**config.mk**
```make
export PLATFORM = sky130hd
export DESIGN_NAME = serial_subtractor_flat
export DESIGN_NICKNAME = d
export VERILOG_FILES = /design/src/rtl/serial_subtractor_if.sv /design/src/rtl/serial_subtractor.sv /design/src/flat_wrapper.sv
export SDC_FILE = /design/constraint.sdc
export NUM_CORES = 1
export LEC_CHECK = 0
export ABC_AREA = 1
export CORE_AREA = 8 8 63 65
export DETAILED_ROUTE_END_ITERATION = 10
export DIE_AREA = 0 0 71 73
export DONT_BUFFER_PORTS = 1
export PLACE_DENSITY = 0.73
export SLEW_MARGIN = 40
export SYNTH_ARGS = -nofsm -noshare
export SYNTH_HDL_FRONTEND = slang
export SYNTH_SLANG_ARGS = --single-unit
```
**constraint.sdc**
```tcl
create_clock -name clk -period 2.5 [get_ports clk]
set_input_delay 0.25 -clock clk [delete_from_list [all_inputs] [get_ports clk]]
set_output_delay 0.25 -clock clk [all_outputs]
set_load 0.01 [all_outputs]
```
**src/rtl/serial_subtractor_if.sv**
```systemverilog
// Start/busy/done handshake and operand/result bus for the bit-serial subtractor.
interface serial_subtractor_if #(
  parameter int unsigned WIDTH = 8
);
  logic             start;
  logic [WIDTH-1:0] a;
  logic [WIDTH-1:0] b;
  logic             bin;
  logic             busy;
  logic             done;
  logic [WIDTH-1:0] diff;
  logic             bout;

  // Controller side drives operands and launch request
  modport master (
    output start, a, b, bin,
    input  busy, done, diff, bout
  );

  // Subtractor side returns status and registered result
  modport slave (
    input  start, a, b, bin,
    output busy, done, diff, bout
  );
endinterface

```
**src/rtl/serial_subtractor.sv**
```systemverilog
// Bit-serial subtractor: computes a - b - bin LSB-first, one bit per clock,
// with one full-subtractor cell and a borrow flop.
module serial_subtractor #(
  parameter int unsigned WIDTH = 8
) (
  input  logic               clk,
  input  logic               rst,
  serial_subtractor_if.slave bus
);
  localparam int unsigned CW = $clog2(WIDTH + 1);

  typedef enum logic {IDLE, RUN} state_e;

  state_e           state_q;
  logic [WIDTH-1:0] sa_q;
  logic [WIDTH-1:0] sb_q;
  logic [WIDTH-1:0] res_q;
  logic [WIDTH-1:0] diff_q;
  logic [CW-1:0]    cnt_q;
  logic             br_q;
  logic             bout_q;
  logic             busy_q;
  logic             done_q;

  logic             d_bit;
  logic             br_d;
  logic [WIDTH-1:0] res_d;
  logic [CW-1:0]    cnt_d;

  // Full-subtractor cell on the current LSBs and next result/counter values
  always_comb begin
    d_bit = sa_q[0] ^ sb_q[0] ^ br_q;
    br_d  = (~sa_q[0] & sb_q[0]) | (~(sa_q[0] ^ sb_q[0]) & br_q);
    res_d = (res_q >> 1) | (WIDTH'(d_bit) << (WIDTH - 1));
    cnt_d = cnt_q + CW'(1);
  end

  // Control FSM and datapath registers; diff/bout update only on completion
  always_ff @(posedge clk or posedge rst) begin
    if (rst) begin
      state_q <= IDLE;
      sa_q    <= '0;
      sb_q    <= '0;
      res_q   <= '0;
      diff_q  <= '0;
      cnt_q   <= '0;
      br_q    <= 1'b0;
      bout_q  <= 1'b0;
      busy_q  <= 1'b0;
      done_q  <= 1'b0;
    end else begin
      done_q <= 1'b0;
      case (state_q)
        IDLE: begin
          if (bus.start) begin
            sa_q    <= bus.a;
            sb_q    <= bus.b;
            br_q    <= bus.bin;
            res_q   <= '0;
            cnt_q   <= '0;
            busy_q  <= 1'b1;
            state_q <= RUN;
          end
        end
        RUN: begin
          br_q  <= br_d;
          res_q <= res_d;
          sa_q  <= sa_q >> 1;
          sb_q  <= sb_q >> 1;
          cnt_q <= cnt_d;
          if (cnt_d == CW'(WIDTH)) begin
            diff_q  <= res_d;
            bout_q  <= br_d;
            done_q  <= 1'b1;
            busy_q  <= 1'b0;
            state_q <= IDLE;
          end
        end
        default: state_q <= IDLE;
      endcase
    end
  end

  assign bus.busy = busy_q;
  assign bus.done = done_q;
  assign bus.diff = diff_q;
  assign bus.bout = bout_q;
endmodule

```
**src/flat_wrapper.sv**
```systemverilog
// flat-port wrapper written by rule: the top's interface ports become plain ports
module serial_subtractor_flat 
#(
  parameter int unsigned WIDTH = 8
)
  (clk, rst, bus_start, bus_a, bus_b, bus_bin, bus_busy, bus_done, bus_diff, bus_bout);
  serial_subtractor_if #(.WIDTH(WIDTH)) bus_i ();
  input  logic clk;
  input  logic rst;
  input wire logic [$bits(bus_i.start)-1:0] bus_start;
  input wire logic [$bits(bus_i.a)-1:0] bus_a;
  input wire logic [$bits(bus_i.b)-1:0] bus_b;
  input wire logic [$bits(bus_i.bin)-1:0] bus_bin;
  output wire logic [$bits(bus_i.busy)-1:0] bus_busy;
  output wire logic [$bits(bus_i.done)-1:0] bus_done;
  output wire logic [$bits(bus_i.diff)-1:0] bus_diff;
  output wire logic [$bits(bus_i.bout)-1:0] bus_bout;
  assign bus_i.start = bus_start;
  assign bus_i.a = bus_a;
  assign bus_i.b = bus_b;
  assign bus_i.bin = bus_bin;
  assign bus_busy = bus_i.busy;
  assign bus_done = bus_i.done;
  assign bus_diff = bus_i.diff;
  assign bus_bout = bus_i.bout;
  serial_subtractor #(.WIDTH(WIDTH)) u_core (.clk(clk), .rst(rst), .bus(bus_i));
endmodule
```
# Word level (Yosys, flattened, before mapping)
# Cells that the tools add are included.
[totals]
word_cells = 43
register_bits = 41
output_inout_bits = 11
in_bits = 20
[classes]
bitwise_logic = 9
n_mux = 18
reduce_logical = 2
n_eq_ne = 3
addsub = 1
[ops]
columns = ["operator", "count"]
rows = [
  ["$pmux 8 s2", 3],
  ["$mux 8", 3],
  ["$or 7x8->8", 1],
  ["$pmux 4 s2", 1],
  ["$mux 1", 7],
  ["$pmux 1 s2", 3],
  ["$add 4x1->4 const B", 1],
  ["$eq 4x4->1 const B", 1],
  ["$mux 4", 1],
  ["$ne 2x2->1 const B", 2],
  ["$reduce_and 2->1", 2],
  ["$not 1->1", 3],
  ["$and 1x1->1", 2],
  ["$xor 1x1->1", 2],
  ["$or 1x1->1", 1],
]

# Longest topological paths before layout
# Gate-level depths: netlist (run 1).
[logic_depth]
depth_word = 5
depth_mapped = 6

# Least setup slack after synthesis (run 1)
# Ideal clock, no wire load.
[synth_path]
path_type = "reg-to-reg"
start = "reg u_core.cnt_q[0]"
end = "reg u_core.state_q"
period_less_slack_ps = 1167
setup_ps = 120
path_slack_ps = 1333
path_stages_with_launch = 7
required_time_ps = 2380
arrival_ps = 1047
cell_sequence = "dfrtp_1 -> ha_1 -> nand2_1 -> inv_2 -> nand4_4 -> inv_2 -> nor2_1"
[synth_via]
elab_chain_len = 4
[synth_rtl]
columns = ["element", "line_no", "rtl"]
rows = [
  ["start, declared", "serial_subtractor.sv:19", "logic [CW-1:0] cnt_q;"],
  ["start signal, assigned", "serial_subtractor.sv:70", "cnt_q <= cnt_d;"],
  ["$add 4x1->4", "serial_subtractor.sv:35", "cnt_d = cnt_q + CW'(1);"],
  ["$eq 4x4->1", "serial_subtractor.sv:71", "if (cnt_d == CW'(WIDTH)) begin"],
  ["$mux 1", "serial_subtractor.sv:71", ""],
  ["$pmux 1 s2", "serial_subtractor.sv:53", "case (state_q)"],
  ["end signal, assigned", "serial_subtractor.sv:41", "state_q <= IDLE;"],
  ["end signal, assigned", "serial_subtractor.sv:76", "state_q <= IDLE;"],
  ["end signal, assigned", "serial_subtractor.sv:79", "default: state_q <= IDLE;"],
  ["end, declared", "serial_subtractor.sv:14", "state_e state_q;"],
]
# Every way passes these cells.
# A chain may end at the register's enable or synchronous reset.

# Worst setup path after layout (run 1)
[layout_path]
start = "reg u_core.state_q"
end = "reg u_core.cnt_q[1]"
[layout_via]
elab_chain_len = 2
elab_cells_between_ends = 3
[layout_rtl]
columns = ["element", "line_no", "rtl"]
rows = [
  ["start signal, assigned", "serial_subtractor.sv:41", ""],
  ["start signal, assigned", "serial_subtractor.sv:62", "state_q <= RUN;"],
  ["start signal, assigned", "serial_subtractor.sv:76", ""],
  ["$not 1->1", "serial_subtractor.sv:53", ""],
  ["$pmux 4 s2 or $ne 2x2->1 (tied branches)", "-", ""],
]
# Several ways; a longest one is shown, not always the timed one.

==> impl_metrics.prom, run 1 <==
# TYPE chip_impl_metric gauge
chip_impl_info{name="holdPathEnd",value="u_core.sb_q[7]"} 1
chip_impl_metric{name="swShare",unit="%"} 40.2
chip_impl_metric{name="grt_first_pass_wirelength",unit="mm"} 5.68
chip_impl_info{name="worstSetupPathType",value="flop to flop"} 1
chip_impl_metric{name="clk-insertion-delay-late",unit="ns"} 0.34
chip_impl_metric{name="tritoncts_num_sinks",unit=""} 40
chip_impl_metric{name="buffer_ports.inserted",unit=""} 0
chip_impl_info{name="rsz0062_at_grt",value="no"} 1
chip_impl_metric{name="firstDrtPassIters",unit=""} 4
chip_impl_metric{name="finish.cell_count_without_fillers",unit=""} 208
chip_impl_metric{name="flow.area_growth_from_synthesis",unit="%"} 3.68
chip_impl_metric{name="cts-htree-levels",unit=""} 2
chip_impl_metric{name="worst-r2r-cell-count",unit=""} 4
chip_impl_metric{name="placement_rows",unit=""} 20
chip_impl_metric{name="cell_area_after_synthesis",unit="mm2"} 0.00170
chip_impl_metric{name="initial_cell_density_of_the_core",unit="%"} 57.6
chip_impl_metric{name="drv_cap",unit=""} 0
chip_impl_metric{name="hold_path_depth",unit=""} 2
chip_impl_metric{name="total_gr_overflow",unit=""} 0
chip_impl_metric{name="antenna_violating_nets_post_route",unit=""} 0
chip_impl_metric{name="combinationalPowerShare",unit="%"} 34.1
chip_impl_metric{name="ctsLongestPathBuffers",unit=""} 2
chip_impl_info{name="reg2reg_capture_point",value="u_core.cnt_q[1]"} 1
chip_impl_metric{name="slew_headroom",unit="%"} 67.2
chip_impl_metric{name="yosys.area.top_type_share",unit="%"} 58.8
chip_impl_metric{name="share_of_layout_cells_above_drive_strength_1",unit="%"} 9.14
chip_impl_metric{name="timing.critical_path.arrival",unit="ns"} 1.79
chip_impl_metric{name="hold_viol",unit=""} 0
chip_impl_metric{name="cp.required",unit="ns"} 2.73
chip_impl_info{name="cts_tree",value="done"} 1
chip_impl_metric{name="core_area",unit="mm2"} 0.00295
chip_impl_metric{name="slew_violations",unit=""} 0
chip_impl_metric{name="totalNegativeSetupSlack",unit="ns"} 0
chip_impl_metric{name="yosys_warnings",unit=""} 0
chip_impl_metric{name="cts_hold_repair_buffers",unit=""} 1
chip_impl_metric{name="clkSlewWorstSetupHoldPaths",unit="ns"} 0.10
chip_impl_metric{name="die_h",unit="um"} 73
chip_impl_metric{name="powerDensity",unit="mW/mm2"} 1220
chip_impl_metric{name="clkPwrFrac",unit="%"} 12.7
chip_impl_info{name="setup.worst_path.end_class",value="flop"} 1
chip_impl_metric{name="remaining_drc_errors",unit=""} 0
chip_impl_info{name="run_status",value="completed"} 1
chip_impl_info{name="synth_top_area_cell",value="dfrtp_1"} 1
chip_impl_metric{name="cts_resized",unit=""} 0
chip_impl_metric{name="share_of_the_yosys_chip_area_belonging_to_registers",unit="%"} 58.8
chip_impl_metric{name="finalWeightedCongestion",unit=""} 0.755
chip_impl_metric{name="initialDrtViolationCount",unit=""} 98
chip_impl_metric{name="setup_viol",unit=""} 0
chip_impl_metric{name="synth_nets",unit=""} 195
chip_impl_metric{name="fin_skew",unit="ns"} 0.00425
chip_impl_metric{name="detailroute.via_count",unit=""} 1158
chip_impl_metric{name="worstMarginPinSlew",unit="ns"} 0.491
chip_impl_metric{name="die-width",unit="um"} 71
chip_impl_metric{name="timing.critical_path.fanout_max",unit=""} 19
chip_impl_metric{name="syn-mean-instance-area",unit="um2"} 9.84
chip_impl_metric{name="finalWirelength",unit="mm"} 3.15
chip_impl_metric{name="worst-r2r-setup-slack",unit="ns"} 0.95
chip_impl_metric{name="vias_in_the_first_global_route",unit=""} 1232
chip_impl_metric{name="tritoncts_buffer_count",unit=""} 5
chip_impl_info{name="timing.hold.worst.start",value="bus_b[7]"} 1
chip_impl_metric{name="netlist-cell-type-count",unit=""} 27
chip_impl_metric{name="switching_power",unit="uW"} 868
chip_impl_metric{name="route.detailed.vias_per_inst",unit=""} 5.57
chip_impl_metric{name="min_period",unit="ns"} 1.55
chip_impl_metric{name="layout_worst_path_cycle_share",unit="%"} 62.1
chip_impl_metric{name="cell_internal_power",unit="uW"} 1290
chip_impl_metric{name="irDropWorstVdd",unit="V"} 0.000459
chip_impl_metric{name="antenna_cells",unit=""} 0
chip_impl_metric{name="dpl.cell_count",unit=""} 202
chip_impl_info{name="worst_setup_path_startpoint",value="u_core.state_q"} 1
chip_impl_metric{name="grt_use_total",unit="%"} 14.1
chip_impl_metric{name="post_cts.repair.setup_buffers",unit=""} 0
chip_impl_info{name="startpoint_type",value="flop"} 1
chip_impl_metric{name="i_o_pin_cnt",unit=""} 31
chip_impl_info{name="layout_commonest_cell",value="nand2_1"} 1
chip_impl_metric{name="p_total",unit="uW"} 2160
chip_impl_info{name="worstReg2RegStart",value="u_core.state_q"} 1
chip_impl_metric{name="pwr-share-seq",unit="%"} 53.2
chip_impl_metric{name="place.detailed.hpwl",unit="mm"} 2.33
chip_impl_metric{name="syn-instance-count",unit=""} 173
chip_impl_metric{name="grt_antenna_before_repair",unit=""} 0
chip_impl_metric{name="ys_ff_latch",unit=""} 40
chip_impl_info{name="synthTopCellsByArea",value="dfrtp_1 59%, nand2_1 12%, inv_1 4.4%"} 1
chip_impl_metric{name="detail_route.wl_per_cell",unit="um"} 15.1
chip_impl_info{name="holdCritPathClass",value="input port to flop"} 1
chip_impl_metric{name="design.final.nets",unit=""} 199
chip_impl_info{name="mostFrequentLayoutCells",value="53 x nand2_1, 40 x dfrtp_1, 20 x inv_1"} 1
chip_impl_info{name="cts-root-buf",value="clkbuf_4"} 1
chip_impl_metric{name="maximum_number_of_pins_on_one_net_before_global_route_repair",unit=""} 41
chip_impl_metric{name="power_leakage",unit="uW"} 0.000849
chip_impl_metric{name="max_freq",unit="MHz"} 644
chip_impl_metric{name="fp.dieArea",unit="mm2"} 0.00518
## power groups by stage
stage	clock [uW]	combinational [uW]	sequential, uW
floorplan	0	658	1100
global placement	0	726	1160
detailed placement	0	744	1170
CTS	289	745	1160
global route	308	875	1200
finish	274	737	1150
## registers in the layout, summed over array words and instances, names as in the netlist
signal	count
u_core.bus.diff	8
u_core.sa_q	8
u_core.sb_q	8
u_core.res_q	7
u_core.cnt_q	4
u_core.br_q	1
u_core.bus.bout	1
u_core.bus.busy	1
u_core.bus.done	1
u_core.state_q	1
## synthesized netlist by cell type, drive strengths merged
cell,number
fa,1
a22oi,1
a21oi,2
o22ai,5
nand3,4
nand4,11
a22o,1
inv,25
ha,1
nor2,4
dfrtp,40
a31oi,1
buf,5
o221ai,5
o21ai,5
o211ai,7
nand2,55
## worst max-delay path: stages (launching register included)
cell and delay [ns]:
dfrtp_1 0.66, inv_4 0.20, nand2_4 0.24, inv_2 0.14, a22o_1 0.20
## per-stage QoR
step / setup slack [ns] / hold slack (ns) / cell area (um2) / util (%)
floorplan: 1.33 / 0.377 / 1700 / -
global placement: 1.05 / 0.281 / 1720 / 58.1
global route: 0.783 / 0.0271 / 1760 / 59.7
finish: 0.948 / 0.0406 / 1760 / 59.7
detailed placement: 0.977 / 0.287 / 1720 / 58.1
CTS: 0.968 / 0.0208 / 1760 / 59.7
## cell type report
type                       instances  area [um2]
clock buffer                       5        37.5
timing repair buffer               2        17.5
sequential                        40        1000
inverter                          25        96.3
tap                               33        41.3
multi-input combinational        103         571
fill                             264        1190
## metal layers
metal,wire length [um],up-vias,track usage [%]
li1,-,579,-
met1,1410,544,16.8
met2,1500,32,22.3
met3,203,3,6.18
met4,30,0,4.85
met5,0,-,0
## logic make-up (layout without fill, tap and decap cells)
kind of cell    count (synthesis)  after routing  synth area share [%]
compound gates                 27             27                  11.9
fa+ha+maj                       2              2                  1.91
buf+inv                        30             32                  7.65
flops                          40             40                  58.8
simple gates                   74             74                  19.7
## worst max-delay path by stage
stage                                  to  cells past startpoint
after CTS                 u_core.cnt_q[1]                      4
after global placement    u_core.cnt_q[1]                      4
after global routing       u_core.sa_q[3]                      5
after floorplan               u_core.br_q                      1
final                     u_core.cnt_q[1]                      4
after detailed placement  u_core.cnt_q[1]                      4
No activity file was read; power rests on OpenSTA's default activity.
==> run 2, diff against run 1 <==
==> constraint.sdc (replaced) <==
create_clock -name clk -period 1.59 [get_ports clk]
set_input_delay 0.159 -clock clk [delete_from_list [all_inputs] [get_ports clk]]
set_output_delay 0.159 -clock clk [all_outputs]
set_load 0.01 [all_outputs]
==> run 2 against run 1 <==
Effect of this change: cell count rose by 10%; clock power up 89%; global-route usage up 1.4 points; critical path type unchanged; first-iteration DRC count is 27% lower; core utilization increased by 6.7 points; largest power group unchanged; wire length rose by 15%; non-clock buffer count is 18 higher; total power up 66%; maximum frequency grew 16%; critical path depth stayed put.
==> impl_metrics.prom, run 2 (synthesized netlist as in run 1, its figures left out) <==
# TYPE chip_impl_metric gauge
chip_impl_metric{name="remaining_drc_errors",unit=""} 0
chip_impl_metric{name="antenna_cells",unit=""} 0
chip_impl_metric{name="detail_route.wl_per_cell",unit="um"} 15.8
chip_impl_metric{name="worst-r2r-cell-count",unit=""} 4
chip_impl_metric{name="power_leakage",unit="uW"} 0.000934
chip_impl_metric{name="finish.cell_count_without_fillers",unit=""} 229
chip_impl_metric{name="fin_skew",unit="ns"} 0.0106
chip_impl_metric{name="worst-r2r-setup-slack",unit="ns"} 0.25
chip_impl_metric{name="route.detailed.vias_per_inst",unit=""} 5.57
chip_impl_metric{name="finalWeightedCongestion",unit=""} 0.779
chip_impl_metric{name="finalWirelength",unit="mm"} 3.62
chip_impl_metric{name="maximum_number_of_pins_on_one_net_before_global_route_repair",unit=""} 41
chip_impl_metric{name="placement_rows",unit=""} 20
chip_impl_metric{name="initialDrtViolationCount",unit=""} 72
chip_impl_metric{name="cp.required",unit="ns"} 1.87
chip_impl_metric{name="grt_first_pass_wirelength",unit="mm"} 6.26
chip_impl_info{name="mostFrequentLayoutCells",value="53 x nand2_1, 40 x dfrtp_1, 20 x inv_1"} 1
chip_impl_metric{name="hold_path_depth",unit=""} 3
chip_impl_metric{name="tritoncts_buffer_count",unit=""} 5
chip_impl_metric{name="antenna_violating_nets_post_route",unit=""} 0
chip_impl_metric{name="vias_in_the_first_global_route",unit=""} 1297
chip_impl_info{name="startpoint_type",value="flop"} 1
chip_impl_metric{name="layout_worst_path_cycle_share",unit="%"} 84.5
chip_impl_metric{name="cts-htree-levels",unit=""} 2
chip_impl_metric{name="setup_viol",unit=""} 0
chip_impl_metric{name="p_total",unit="uW"} 3590
chip_impl_metric{name="die_h",unit="um"} 73
chip_impl_metric{name="powerDensity",unit="mW/mm2"} 1830
chip_impl_metric{name="flow.area_growth_from_synthesis",unit="%"} 15.4
chip_impl_metric{name="grt_use_total",unit="%"} 15.6
chip_impl_metric{name="slew_violations",unit=""} 0
chip_impl_metric{name="total_gr_overflow",unit=""} 0
chip_impl_metric{name="placement.setup.worst_slack",unit="ns"} 0.259
chip_impl_metric{name="slew_headroom",unit="%"} 67.3
chip_impl_metric{name="timing.final.ws_setup",unit="ns"} 0.247
chip_impl_info{name="holdCritPathClass",value="input port to flop"} 1
chip_impl_metric{name="dpl.cell_count",unit=""} 203
chip_impl_metric{name="grt_antenna_before_repair",unit=""} 0
chip_impl_metric{name="cts_resized",unit=""} 0
chip_impl_metric{name="finalHoldWorstSlack",unit="ns"} 0.0859
chip_impl_metric{name="min_period",unit="ns"} 1.34
chip_impl_metric{name="tritoncts_num_sinks",unit=""} 40
chip_impl_metric{name="detailroute.via_count",unit=""} 1276
chip_impl_info{name="setup.worst_path.end_class",value="flop"} 1
chip_impl_metric{name="core_area",unit="mm2"} 0.00295
chip_impl_metric{name="place.detailed.hpwl",unit="mm"} 2.45
chip_impl_metric{name="share_of_layout_cells_above_drive_strength_1",unit="%"} 9.18
chip_impl_info{name="reg2reg_capture_point",value="u_core.state_q"} 1
chip_impl_metric{name="ctsLongestPathBuffers",unit=""} 2
chip_impl_metric{name="irDropWorstVdd",unit="V"} 0.000788
chip_impl_info{name="rsz0062_at_grt",value="no"} 1
chip_impl_info{name="cts-root-buf",value="clkbuf_4"} 1
chip_impl_info{name="holdPathEnd",value="u_core.cnt_q[2]"} 1
chip_impl_info{name="cts_tree",value="done"} 1
chip_impl_info{name="worstReg2RegStart",value="u_core.cnt_q[2]"} 1
chip_impl_info{name="worstSetupPathType",value="flop to flop"} 1
chip_impl_metric{name="fp.dieArea",unit="mm2"} 0.00518
chip_impl_metric{name="firstDrtPassIters",unit=""} 4
chip_impl_metric{name="clkSlewWorstSetupHoldPaths",unit="ns"} 0.11
chip_impl_metric{name="i_o_pin_cnt",unit=""} 31
chip_impl_metric{name="buffer_ports.inserted",unit=""} 0
chip_impl_metric{name="initial_cell_density_of_the_core",unit="%"} 57.6
chip_impl_metric{name="die-width",unit="um"} 71
chip_impl_metric{name="design.final.nets",unit=""} 217
chip_impl_metric{name="clk-insertion-delay-late",unit="ns"} 0.34
chip_impl_info{name="run_status",value="completed"} 1
chip_impl_info{name="layout_commonest_cell",value="nand2_1"} 1
chip_impl_metric{name="max_freq",unit="MHz"} 745
chip_impl_info{name="timing.hold.worst.start",value="bus_start"} 1
chip_impl_metric{name="timing.critical_path.fanout_max",unit=""} 11
chip_impl_metric{name="drv_cap",unit=""} 0
chip_impl_metric{name="worstMarginPinSlew",unit="ns"} 0.490
chip_impl_metric{name="hold_viol",unit=""} 0
chip_impl_metric{name="totalNegativeSetupSlack",unit="ns"} 0
chip_impl_metric{name="timing.critical_path.arrival",unit="ns"} 1.62
## run 2: cell types whose count changed in the layout (fill, tap and decap cells not counted), sizes merged
cell / change
clkbuf: +3
dlygate4sd3: +17
buf: +1
## run 2: layout make-up
class,instances,area (um2)
sequential,40,1000
tap,33,41.3
clock buffer,8,58.8
timing repair buffer,20,195
multi-input combinational,103,571
inverter,25,96.3
fill,236,990
## run 2: repair_timing
action,4_1_cts,5_1_grt
endpoints found under the setup margin,0,0
hold buffers,18,0
setup buffers,0,0
hold endpoints to repair,57,0
## run 2: worst max path at each step
| stage | endpoint | startpoint |
|---|---|---|
| floorplan | u_core.state_q | u_core.cnt_q[0] |
| global placement | u_core.bus.diff[0] | u_core.cnt_q[0] |
| detailed placement | u_core.bus.diff[1] | u_core.cnt_q[1] |
| CTS | u_core.state_q | u_core.cnt_q[2] |
| global route | u_core.state_q | u_core.cnt_q[2] |
| finish | u_core.state_q | u_core.cnt_q[2] |
## run 2: per-stage QoR
stage | instance area, um2 | utilization (%)
4_1_cts | 1960 | 66.5
6_report | 1960 | 66.5
3_5_place_dp | 1720 | 58.4
5_1_grt | 1960 | 66.5
3_3_place_gp | 1720 | 58.4
2_1_floorplan | 1700 | -
## run 2: report_power, final
group / switching, uW / internal (uW) / leakage (uW) / total [uW]
clock network: 299 / 218 / 0.0000326 / 517
logic: 810 / 483 / 0.000393 / 1290
registers: 332 / 1450 / 0.000508 / 1780
## run 2: metal layers
layer / wire, um / part of all wire, % / track usage (%)
met1: 1550 / 43 / 19.0
met2: 1800 / 50 / 24.3
met3: 209 / 5.8 / 5.63
met4: 66 / 1.8 / 6.24
met5: 0 / 0 / 0
## run 2: critical path, stage by stage, from the launching register on
cell	delay [ns]
dfrtp_1	0.42
nand4_1	0.42
nand4_4	0.29
inv_2	0.06
nor2_1	0.09
